`config.mk`:
```
export PLATFORM = sky130hd
export DESIGN_NAME = instr_fetch_queue
export DESIGN_NICKNAME = d
export VERILOG_FILES = /design/src/rtl/instr_fetch_queue.sv
export SDC_FILE = /design/constraint.sdc
export NUM_CORES = 1
export LEC_CHECK = 0
export CAP_MARGIN = 20
export CORE_MARGIN = 4
export CORE_UTILIZATION = 58
export CTS_BUF_LIST = sky130_fd_sc_hd__clkbuf_16
export CTS_CLUSTER_DIAMETER = 120
export DETAILED_ROUTE_END_ITERATION = 6
export HOLD_SLACK_MARGIN = 0.15
export PLACE_DENSITY = 0.84
export SLEW_MARGIN = 20
export SYNTH_ARGS = -nofsm -noshare
export SYNTH_HDL_FRONTEND = slang
export SYNTH_SLANG_ARGS = --single-unit
export TNS_END_PERCENT = 30
```
`constraint.sdc`:
```
create_clock -name clk_i -period 7.3 [get_ports clk_i]
set_input_delay 1.46 -clock clk_i [delete_from_list [all_inputs] [get_ports clk_i]]
set_output_delay 1.46 -clock clk_i [all_outputs]
set_load 0.02 [all_outputs]
```
`src/rtl/instr_fetch_queue.sv`:
```
// ============================================================================
// Module      : instr_fetch_queue
// Description : Owns the fetch PC, reads word-addressed instruction memory and
//               buffers {pc, instr} pairs in a prefetch FIFO drained by decode.
// Revision    : 1.0
// ============================================================================
`default_nettype none

module instr_fetch_queue #(
    parameter int          DEPTH    = 4,
    parameter logic [31:0] RESET_PC = 32'h0000_0000
) (
    input  logic                       clk_i,
    input  logic                       rst_i,
    output logic [31:0]                imem_addr_o,
    input  logic [31:0]                imem_instr_i,
    input  logic                       redirect_i,
    input  logic [31:0]                redirect_pc_i,
    output logic                       instr_valid_o,
    output logic [31:0]                instr_o,
    output logic [31:0]                instr_pc_o,
    input  logic                       instr_ready_i,
    output logic [$clog2(DEPTH):0]     count_o
);

    localparam int AW = $clog2(DEPTH);
    localparam int CW = AW + 1;

    logic [31:0]   fetch_pc;
    logic [AW-1:0] wr_ptr;
    logic [AW-1:0] rd_ptr;
    logic [CW-1:0] count;

    logic [31:0]   pc_mem    [DEPTH];
    logic [31:0]   instr_mem [DEPTH];

    logic          not_empty;
    logic          pop;
    logic          push;

    assign not_empty = (count != '0);
    assign pop       = not_empty & instr_ready_i;
    // A full queue still accepts a push when the head leaves in the same cycle.
    assign push      = ~redirect_i & ((count < CW'(DEPTH)) | pop);

    assign imem_addr_o   = fetch_pc;
    assign instr_valid_o = not_empty;
    assign instr_o       = not_empty ? instr_mem[rd_ptr] : 32'h0;
    assign instr_pc_o    = not_empty ? pc_mem[rd_ptr]    : 32'h0;
    assign count_o       = count;

    always_ff @(posedge clk_i or negedge rst_i) begin
        if (!rst_i) begin
            fetch_pc <= RESET_PC;
            wr_ptr   <= '0;
            rd_ptr   <= '0;
            count    <= '0;
        end else if (redirect_i) begin
            // Redirect squashes everything, including a concurrent pop.
            fetch_pc <= {redirect_pc_i[31:2], 2'b00};
            wr_ptr   <= '0;
            rd_ptr   <= '0;
            count    <= '0;
        end else begin
            if (push) begin
                wr_ptr   <= wr_ptr + AW'(1);
                fetch_pc <= fetch_pc + 32'd4;
            end
            if (pop) begin
                rd_ptr <= rd_ptr + AW'(1);
            end
            case ({push, pop})
                2'b10:   count <= count + CW'(1);
                2'b01:   count <= count - CW'(1);
                default: count <= count;
            endcase
        end
    end

    // Storage is not reset; head outputs are masked while the queue is empty.
    always_ff @(posedge clk_i) begin
        if (push) begin
            pc_mem[wr_ptr]    <= fetch_pc;
            instr_mem[wr_ptr] <= imem_instr_i;
        end
    end

endmodule

`default_nettype wire

```
==> results.sh, run 1 <==
export IMPL_grt_total_usage=0.2189
export IMPL_drv_slew=0
export IMPL_synth_top_area_share=0.6465
export IMPL_globalRouteOverflowTotal=0
export IMPL_avgSynthCellArea_um2=18.00
export IMPL_synth_area_um2=11520
export IMPL_setup_viol=0
export IMPL_htreeDepth=1
export IMPL_grt_antenna_before_repair=0
export IMPL_synthArstFlopShare=0.1298
export IMPL_arrival_ps=3410
export IMPL_p_per_area_nw_per_um2=352.7
export IMPL_min_period_ps=4867
export IMPL_grt_max_degree=66
export IMPL_yosysTopAreaCell="edfxtp_1"
export IMPL_busiest_layer="met2"
export IMPL_drt_first_pass_iters=5
export IMPL_slowest_stage="dfrtp_4"
export IMPL_yosys_warnings=0
export IMPL_period_share=0.6667
export IMPL_pre_cts_ws_ps=2879
export IMPL_grtUsageMet1=0.3101
export IMPL_wl_per_cell_um=22.32
export IMPL_skew_ps=10.13
export IMPL_synth_top_family_by_area="multiplexers"
export IMPL_cts_hold_buf=0
export IMPL_grt_pass1_vias=6851
export IMPL_areaGrowthSynthToFinish_pct=24.44
export IMPL_root_buffer="clkbuf_16"
export IMPL_crit_buf_inv=2
export IMPL_use_met3=0.04436
export IMPL_cap_violations=0
export IMPL_dr_total_vias=6487
export IMPL_drtIter0Drc=483
export IMPL_min_from="wr_ptr[1]"
export IMPL_grtUsageMet2=0.3655
export IMPL_cts_sinks=285
export IMPL_power_leakage_uw=0.004706
export IMPL_dieHeight_um=148.9
export IMPL_dp_hpwl_um=14160
export IMPL_grt_pass1_wl_um=37980
export IMPL_avgViaCountPerCell=5.984
export IMPL_worst_slack_ps=2433
export IMPL_yosysSeqAreaShare=0.7268
export IMPL_dieArea_um2=22180
export IMPL_antenna_diode_count=0
export IMPL_hold_viol=0
export IMPL_startpoint="rd_ptr[0]"
export IMPL_ys_seq_elements=285
export IMPL_wl_um=24200
export IMPL_cts_buffers=28
export IMPL_rows=51
export IMPL_final_setup_tns_ps=0
export IMPL_clock_latency_ps=520
export IMPL_rsz0062_at_grt="no"
export IMPL_fmax_mhz=205.5
export IMPL_synth_cells=640
export IMPL_path_class="flop to primary output"
export IMPL_reg2reg_from="imem_addr_o[7]"
export IMPL_cts_buffer_depth=3
export IMPL_post_route_cells_drive_above_1_share=0.1441
export IMPL_yosysUniqueCellTypes=40
export IMPL_min_path_type="flop to flop"
export IMPL_core_region_area_um2=19530
export IMPL_synth_simple_gate_area_frac=0.08732
export IMPL_route_detailed_drc=0
export IMPL_worstSetupStartpointType="flop"
export IMPL_start_util=0.5900
export IMPL_final_antenna_net_count=0
export IMPL_cts_tree="done"
export IMPL_crit_family="buffers and inverters"
export IMPL_synth_compound_area_frac=0.03041
export IMPL_ys_flop_type="edfxtp_1"
export IMPL_synth_xor_area_share=0.009123
export IMPL_die_x_um=148.9
export IMPL_slew_headroom=0.3202
export IMPL_outcome="finished clean"
export IMPL_yosys_top_cells_area="edfxtp_1, mux4_2, dfrtp_1, and2_1, or4_1"
export IMPL_gp_congestion=0.8783
export IMPL_end_kind="primary output"
export IMPL_final_nets=872
export IMPL_synth_edf_count=248
export IMPL_ir_drop_v=0.0003012
export IMPL_io_pins=168
export IMPL_worstPathRequired_ps=5840
export IMPL_portBuffers=161
export IMPL_path_max_fanout=42
export IMPL_ctsResizeCount=0
export IMPL_postCtsSetupBuffers=0
export IMPL_synth_fa_ha_area_frac=0.007168
export IMPL_worst_pin_slew_ps=1013
export IMPL_path_clk_slew_ps=60
export IMPL_max_stage_delay_ps=990
export IMPL_crit_chain="buf_4 > mux4_2 > and2_1 > clkdlybuf4s50_1"
export IMPL_muxShareOfSynthArea=0.1221
## worst min-delay path: stages (launching register included)
cell and delay, ps:
dfrtp_1 420, nand2_1 70, a21oi_1 50
## metal layers
| layer | up-vias | wire, µm |
|---|---|---|
| met5 | - | 0 |
| met4 | 0 | 314 |
| met3 | 39 | 2030 |
| met2 | 326 | 11900 |
| met1 | 3250 | 9955 |
| li1 | 2872 | - |
## state kept, by name (all words and copies together), names as in the netlist
signal,count
imem_addr_o,30
rd_ptr,2
count_o,3
wr_ptr,2
pc_mem,120
instr_mem,128
## kinds of logic after synthesis
logic type,Yosys count
adder cells (fa/ha/maj),6
AO/OA/AOI/OAI,53
multiplexers,63
buffers and inverters,43
flip-flops,285
AND/OR/NAND/NOR,177
XOR/XNOR,12
other,1
## layout make-up
class                   count  area (µm²)
well taps                 265       331.6
flip-flops and latches    285        8378
clock buffers              29       725.7
fillers                  1153        5191
repair buffers            165        1642
multi-input cells         315        2990
inverters                   3       11.26
clock inverters            22       256.5
## metrics by stage
step / power [µW] / utilization / std cells / instance area [µm²] / hold WS (ps)
finish: 5057 / 0.7341 / 1084 / 14340 / 579.1
floorplan: 2953 / - / 643 / 11530 / 538.1
CTS: 5109 / 0.7341 / 1084 / 14340 / 575.8
global placement: 3565 / 0.6836 / 1033 / 13350 / 545.5
global route: 5273 / 0.7341 / 1084 / 14340 / 622.5
detailed placement: 3606 / 0.6838 / 1033 / 13350 / 578.8
## cells in the mapped netlist (2+ instances only)
cell	instances
or3_1	2
nand3_1	12
nand4_1	12
dfrtp_1	37
xnor2_1	5
edfxtp_1	248
o31ai_1	12
nor2_1	19
a21oi_1	4
and2_1	62
clkbuf_1	28
a211o_1	2
buf_4	4
and3_1	8
o311ai_1	5
nor4_1	2
nand2_1	31
o211ai_1	3
o21ai_0	13
or4_1	16
or2_2	2
xor2_1	7
mux4_2	62
nand2b_1	2
a31oi_1	13
buf_2	7
inv_1	3
and4_1	3
ha_1	5
## path summary, 6_finish.rpt
check / end / slack, ps / depth (start not counted)
min in group asynchronous: count_o[1] / 1360 / 2
hold reg to reg: wr_ptr[1] / 580 / 2
setup reg to reg: imem_addr_o[22] / 4640 / 4
setup / recovery: instr_pc_o[4] / 2430 / 4
hold / removal: wr_ptr[1] / 580 / 2
max in group asynchronous: rd_ptr[0] / 5590 / 2
## placed cells by master, fill, tap and decap left out, types with 12 or more instances in the layout
master	synthesis	final
a31oi_1	13	13
dfrtp_1	37	35
mux4_2	62	62
nand4_1	12	12
and2_1	62	62
or4_1	16	16
clkdlybuf4s50_1	0	161
clkbuf_16	0	29
nand3_1	12	12
nor2_1	19	19
o31ai_1	12	12
nand2_1	31	31
edfxtp_1	248	248
o21ai_0	13	13
## power breakdown
part | internal, µW | switching (µW)
combinational | 716 | 710
sequential | 1970 | 149
clock | 928 | 579
Power figures use the tool's default switching activity.
==> run 2: changes to the inputs <==
- CORE_UTILIZATION: 58 -> 54
- PLACE_DENSITY: 0.84 -> 0.79
- clock period: 7.3 -> 4.98 ns (I/O delays scaled with it)
==> results.sh, run 2 (synthesized netlist as in run 1, its figures left out) <==
export IMPL_period_share=0.8158
export IMPL_antenna_diode_count=0
export IMPL_post_route_cells_drive_above_1_share=0.1381
export IMPL_root_buffer="clkbuf_16"
export IMPL_cts_buffer_depth=3
export IMPL_largest_reg_flops=128
export IMPL_wl_met1_um=9956
export IMPL_core_region_area_um2=21020
export IMPL_ir_drop_v=0.0002878
export IMPL_start_util=0.5480
export IMPL_rsz0062_at_grt="no"
export IMPL_final_common_cell="edfxtp_1"
export IMPL_cap_violations=0
export IMPL_io_pins=168
export IMPL_design_area_um2=14260
export IMPL_grt_max_degree=64
export IMPL_drt_first_pass_iters=5
export IMPL_worst_pin_slew_ps=1003
export IMPL_die_x_um=154.1
export IMPL_grt_pass1_wl_um=37850
export IMPL_crit_buf_inv=2
export IMPL_setup_viol=0
export IMPL_end_kind="primary output"
export IMPL_grt_total_usage=0.2016
export IMPL_dp_hpwl_um=14320
export IMPL_cts_hold_buf=0
export IMPL_p_per_area_nw_per_um2=506.0
export IMPL_final_setup_tns_ps=0
export IMPL_gp_congestion=0.8865
export IMPL_grt_antenna_before_repair=0
export IMPL_top_layer_used="met4"
export IMPL_ctsResizeCount=0
export IMPL_avgViaCountPerCell=5.964
export IMPL_slew_headroom=0.3313
export IMPL_arrival_ps=3070
export IMPL_cts_tree="done"
export IMPL_fmax_mhz=246.1
export IMPL_areaGrowthSynthToFinish_pct=23.75
export IMPL_grt_pass1_vias=6915
export IMPL_dieHeight_um=154.1
export IMPL_wl_um=24170
export IMPL_power_leakage_uw=0.004689
export IMPL_drv_slew=0
export IMPL_path_max_fanout=33
export IMPL_min_from="wr_ptr[1]"
export IMPL_crit_family="buffers and inverters"
export IMPL_max_stage_delay_ps=880
export IMPL_worstSetupStartpointType="flop"
export IMPL_skew_ps=12.04
export IMPL_holdWs_ps=582.6
export IMPL_mostFrequentLayoutCells="edfxtp_1, clkdlybuf4s50_1, mux4_2, and2_1, dfrtp_1"
export IMPL_final_antenna_net_count=0
export IMPL_cts_buffers=27
export IMPL_hold_viol=0
export IMPL_path_class="flop to primary output"
export IMPL_regMostFlops="instr_mem"
export IMPL_dieArea_um2=23730
export IMPL_drtIter0Drc=549
export IMPL_min_path_type="flop to flop"
export IMPL_postCtsSetupBuffers=0
export IMPL_globalRouteOverflowTotal=0
export IMPL_min_period_ps=4063
export IMPL_dr_total_vias=6519
export IMPL_cts_sinks=285
export IMPL_final_core_util=0.6782
export IMPL_rows=53
export IMPL_reg2reg_from="imem_addr_o[7]"
export IMPL_wl_per_cell_um=22.11
export IMPL_startpoint="rd_ptr[0]"
export IMPL_slowest_stage="dfrtp_4"
export IMPL_routed_wl_met2_um=12010
export IMPL_route_detailed_drc=0
export IMPL_outcome="finished clean"
export IMPL_worstPathRequired_ps=3980
export IMPL_final_nets=872
export IMPL_portBuffers=161
export IMPL_finalPower_uw=7213
export IMPL_path_clk_slew_ps=60
export IMPL_dpl_cell_area_um2=13380
export IMPL_crit_chain="buf_12 > mux4_2 > and2_1 > clkdlybuf4s50_1"
export IMPL_clock_latency_ps=520
export IMPL_htreeDepth=1
export IMPL_wl_met3_um=1931
-- run 2: cell count changes in the layout (fill, tap and decap cells not counted) --
cell | before | now
dfrtp_2 | 1 | 0
or3_4 | 2 | 1
buf_12 | 0 | 1
or3_2 | 0 | 1
inv_1 | 5 | 11
clkbuf_16 | 29 | 27
dfrtp_4 | 1 | 2
clkinvlp_4 | 3 | 1
bufinv_16 | 6 | 4
clkinv_1 | 7 | 5
-- run 2: final timing paths --
kind	cells after the start	slack [ps]	to
setup reg to reg	4	2270	imem_addr_o[31]
hold reg to reg	2	580	wr_ptr[1]
setup / recovery	4	920	instr_pc_o[20]
max in group asynchronous	2	3710	rd_ptr[1]
hold / removal	2	580	wr_ptr[1]
min in group asynchronous	2	890	count_o[1]
-- run 2: through the flow --
| step | worst slack, ps | std cells |
|---|---|---|
| after CTS | 845.9 | 1093 |
| after detailed placement | 1353 | 1044 |
| final | 917.1 | 1093 |
| after global routing | 710.3 | 1093 |
| after global placement | 1408 | 1044 |
| after floorplan | 1430 | 643 |
-- run 2: layer usage --
metal  GRT usage  up-vias
met4     0.03785        0
met1      0.2832     3344
li1            -     2862
met2      0.3369      284
met5           0        -
met3     0.03968       29
-- run 2: tightest hold or removal path, delay by kind of cell, from the launching register on --
kind            cells  cell delay (ps)
simple gates        1               70
compound gates      1               60
flops               1              410
-- run 2: layout make-up --
type                       instances  area, µm²
clock buffer                      27      675.6
sequential                       285       8381
multi-input combinational        315       2987
timing repair buffer             166       1662
fill                            1348       6765
clock inverter                    22      196.4
tap                              275      344.1
inverter                           3      11.26
-- run 2: power breakdown --
part	internal, µW	total, µW	switching, µW
Clock	1190	2000	810
Combinational	1060	2090	1040
Sequential	2890	3120	228
Total	5140	7210	2070
==> run 3: changes to the inputs <==
- clock period: 4.98 -> 3.9 ns (I/O delays scaled with it)
==> results.sh, run 3 (synthesized netlist as in run 1, its figures left out) <==
export IMPL_final_antenna_net_count=0
export IMPL_route_detailed_drc=0
export IMPL_design_area_um2=14500
export IMPL_final_setup_tns_ps=0
export IMPL_start_util=0.5480
export IMPL_r2r_slack_ps=1210
export IMPL_regMostFlops="instr_mem"
export IMPL_globalRouteOverflowTotal=0
export IMPL_cts_tree="done"
export IMPL_avgViaCountPerCell=6.048
export IMPL_worst_pin_slew_ps=919.7
export IMPL_setup_viol=0
export IMPL_dpl_cell_area_um2=13500
export IMPL_path_class="flop to primary output"
export IMPL_dieArea_um2=23730
export IMPL_drv_slew=0
export IMPL_dieHeight_um=154.1
export IMPL_fmax_mhz=268.4
export IMPL_reg2reg_from="imem_addr_o[11]"
export IMPL_hold_viol=0
export IMPL_slew_headroom=0.3851
export IMPL_gp_congestion=0.8598
export IMPL_dr_total_vias=6701
export IMPL_final_common_cell="edfxtp_1"
export IMPL_grt_total_usage=0.2094
export IMPL_grt_pass1_vias=6985
export IMPL_largest_reg_flops=128
export IMPL_worstPathRequired_ps=3120
export IMPL_grt_max_degree=66
export IMPL_htreeDepth=1
export IMPL_cts_buffers=28
export IMPL_final_nets=885
export IMPL_mostFrequentLayoutCells="edfxtp_1, clkdlybuf4s50_1, mux4_2, and2_1, dfrtp_1"
export IMPL_outcome="finished clean"
export IMPL_drtIter0Drc=542
export IMPL_cap_violations=0
export IMPL_portBuffers=161
export IMPL_grt_antenna_before_repair=0
export IMPL_ir_drop_v=0.0006865
export IMPL_io_pins=168
export IMPL_drt_first_pass_iters=5
export IMPL_min_path_type="flop to flop"
export IMPL_power_leakage_uw=0.004802
export IMPL_cts_sinks=285
export IMPL_p_per_area_nw_per_um2=657.8
export IMPL_worst_r2r_endpoint="imem_addr_o[28]"
export IMPL_core_region_area_um2=21020
export IMPL_holdWs_ps=583.5
export IMPL_rsz0062_at_grt="no"
export IMPL_postCtsSetupBuffers=0
export IMPL_antenna_diode_count=0
export IMPL_post_route_cells_drive_above_1_share=0.1597
export IMPL_dp_hpwl_um=15500
export IMPL_die_x_um=154.1
export IMPL_period_share=0.9555
export IMPL_cts_hold_buf=0
export IMPL_startpoint="rd_ptr[0]"
export IMPL_end_kind="primary output"
export IMPL_worstRegToRegCells=4
export IMPL_grt_pass1_wl_um=39100
export IMPL_path_max_fanout=21
export IMPL_rows=53
export IMPL_arrival_ps=2950
export IMPL_ctsResizeCount=0
export IMPL_path_clk_slew_ps=60
export IMPL_clock_latency_ps=530
export IMPL_crit_end="instr_pc_o[20]"
export IMPL_wl_um=24880
export IMPL_wl_per_cell_um=22.46
export IMPL_cts_buffer_depth=3
export IMPL_root_buffer="clkbuf_16"
export IMPL_skew_ps=9.758
export IMPL_worstSetupStartpointType="flop"
export IMPL_areaGrowthSynthToFinish_pct=25.87
export IMPL_min_period_ps=3726
run 3: final cells by class:
class | count | area [µm²]
clock buffer | 29 | 725.7
clock inverter | 23 | 271.5
fill | 1336 | 6521
inverter | 3 | 11.26
multi-input combinational | 315 | 2990
sequential | 285 | 8381
tap | 275 | 344.1
timing repair buffer | 178 | 1777
run 3: metrics by stage:
step	utilization	power (µW)	instances	worst slack, ps
after detailed placement	0.6422	6804	1056	671.2
after global placement	0.6422	6726	1056	729.0
final	0.6898	9538	1108	173.6
after floorplan	-	5527	643	566.2
after global routing	0.6898	9952	1108	14.65
after CTS	0.6896	9636	1108	104.8
run 3: power breakdown:
part           total [µW]  internal, µW  switching, µW
clock network        2830          1750           1080
logic                2770          1380           1380
registers            3940          3690            247
total                9540          6820           2710
run 3: worst min path at each step:
stage	start	end	slack (ps)	depth (start not counted)
floorplan	rst_i	count_o[0]	480	0
global placement	wr_ptr[1]	wr_ptr[1]	550	2
detailed placement	wr_ptr[1]	wr_ptr[1]	580	2
CTS	wr_ptr[1]	wr_ptr[1]	580	2
global route	wr_ptr[1]	wr_ptr[1]	600	2
finish	wr_ptr[1]	wr_ptr[1]	580	2
run 3: critical path, stage by stage, from the launching register on:
cell             delay, ps
dfrtp_4                710
buf_4                  390
mux4_2                 560
and2_1                 200
clkdlybuf4s50_1        550
run 3: metal layers:
layer,global-route usage,part of all wire,wire (µm),vias to the layer above
met5,0,0,0,-
met3,0.02927,0.071,1779,45
met4,0.05299,0.021,517,0
met2,0.3434,0.50,12390,357
li1,-,-,-,2894
met1,0.3027,0.41,10190,3405
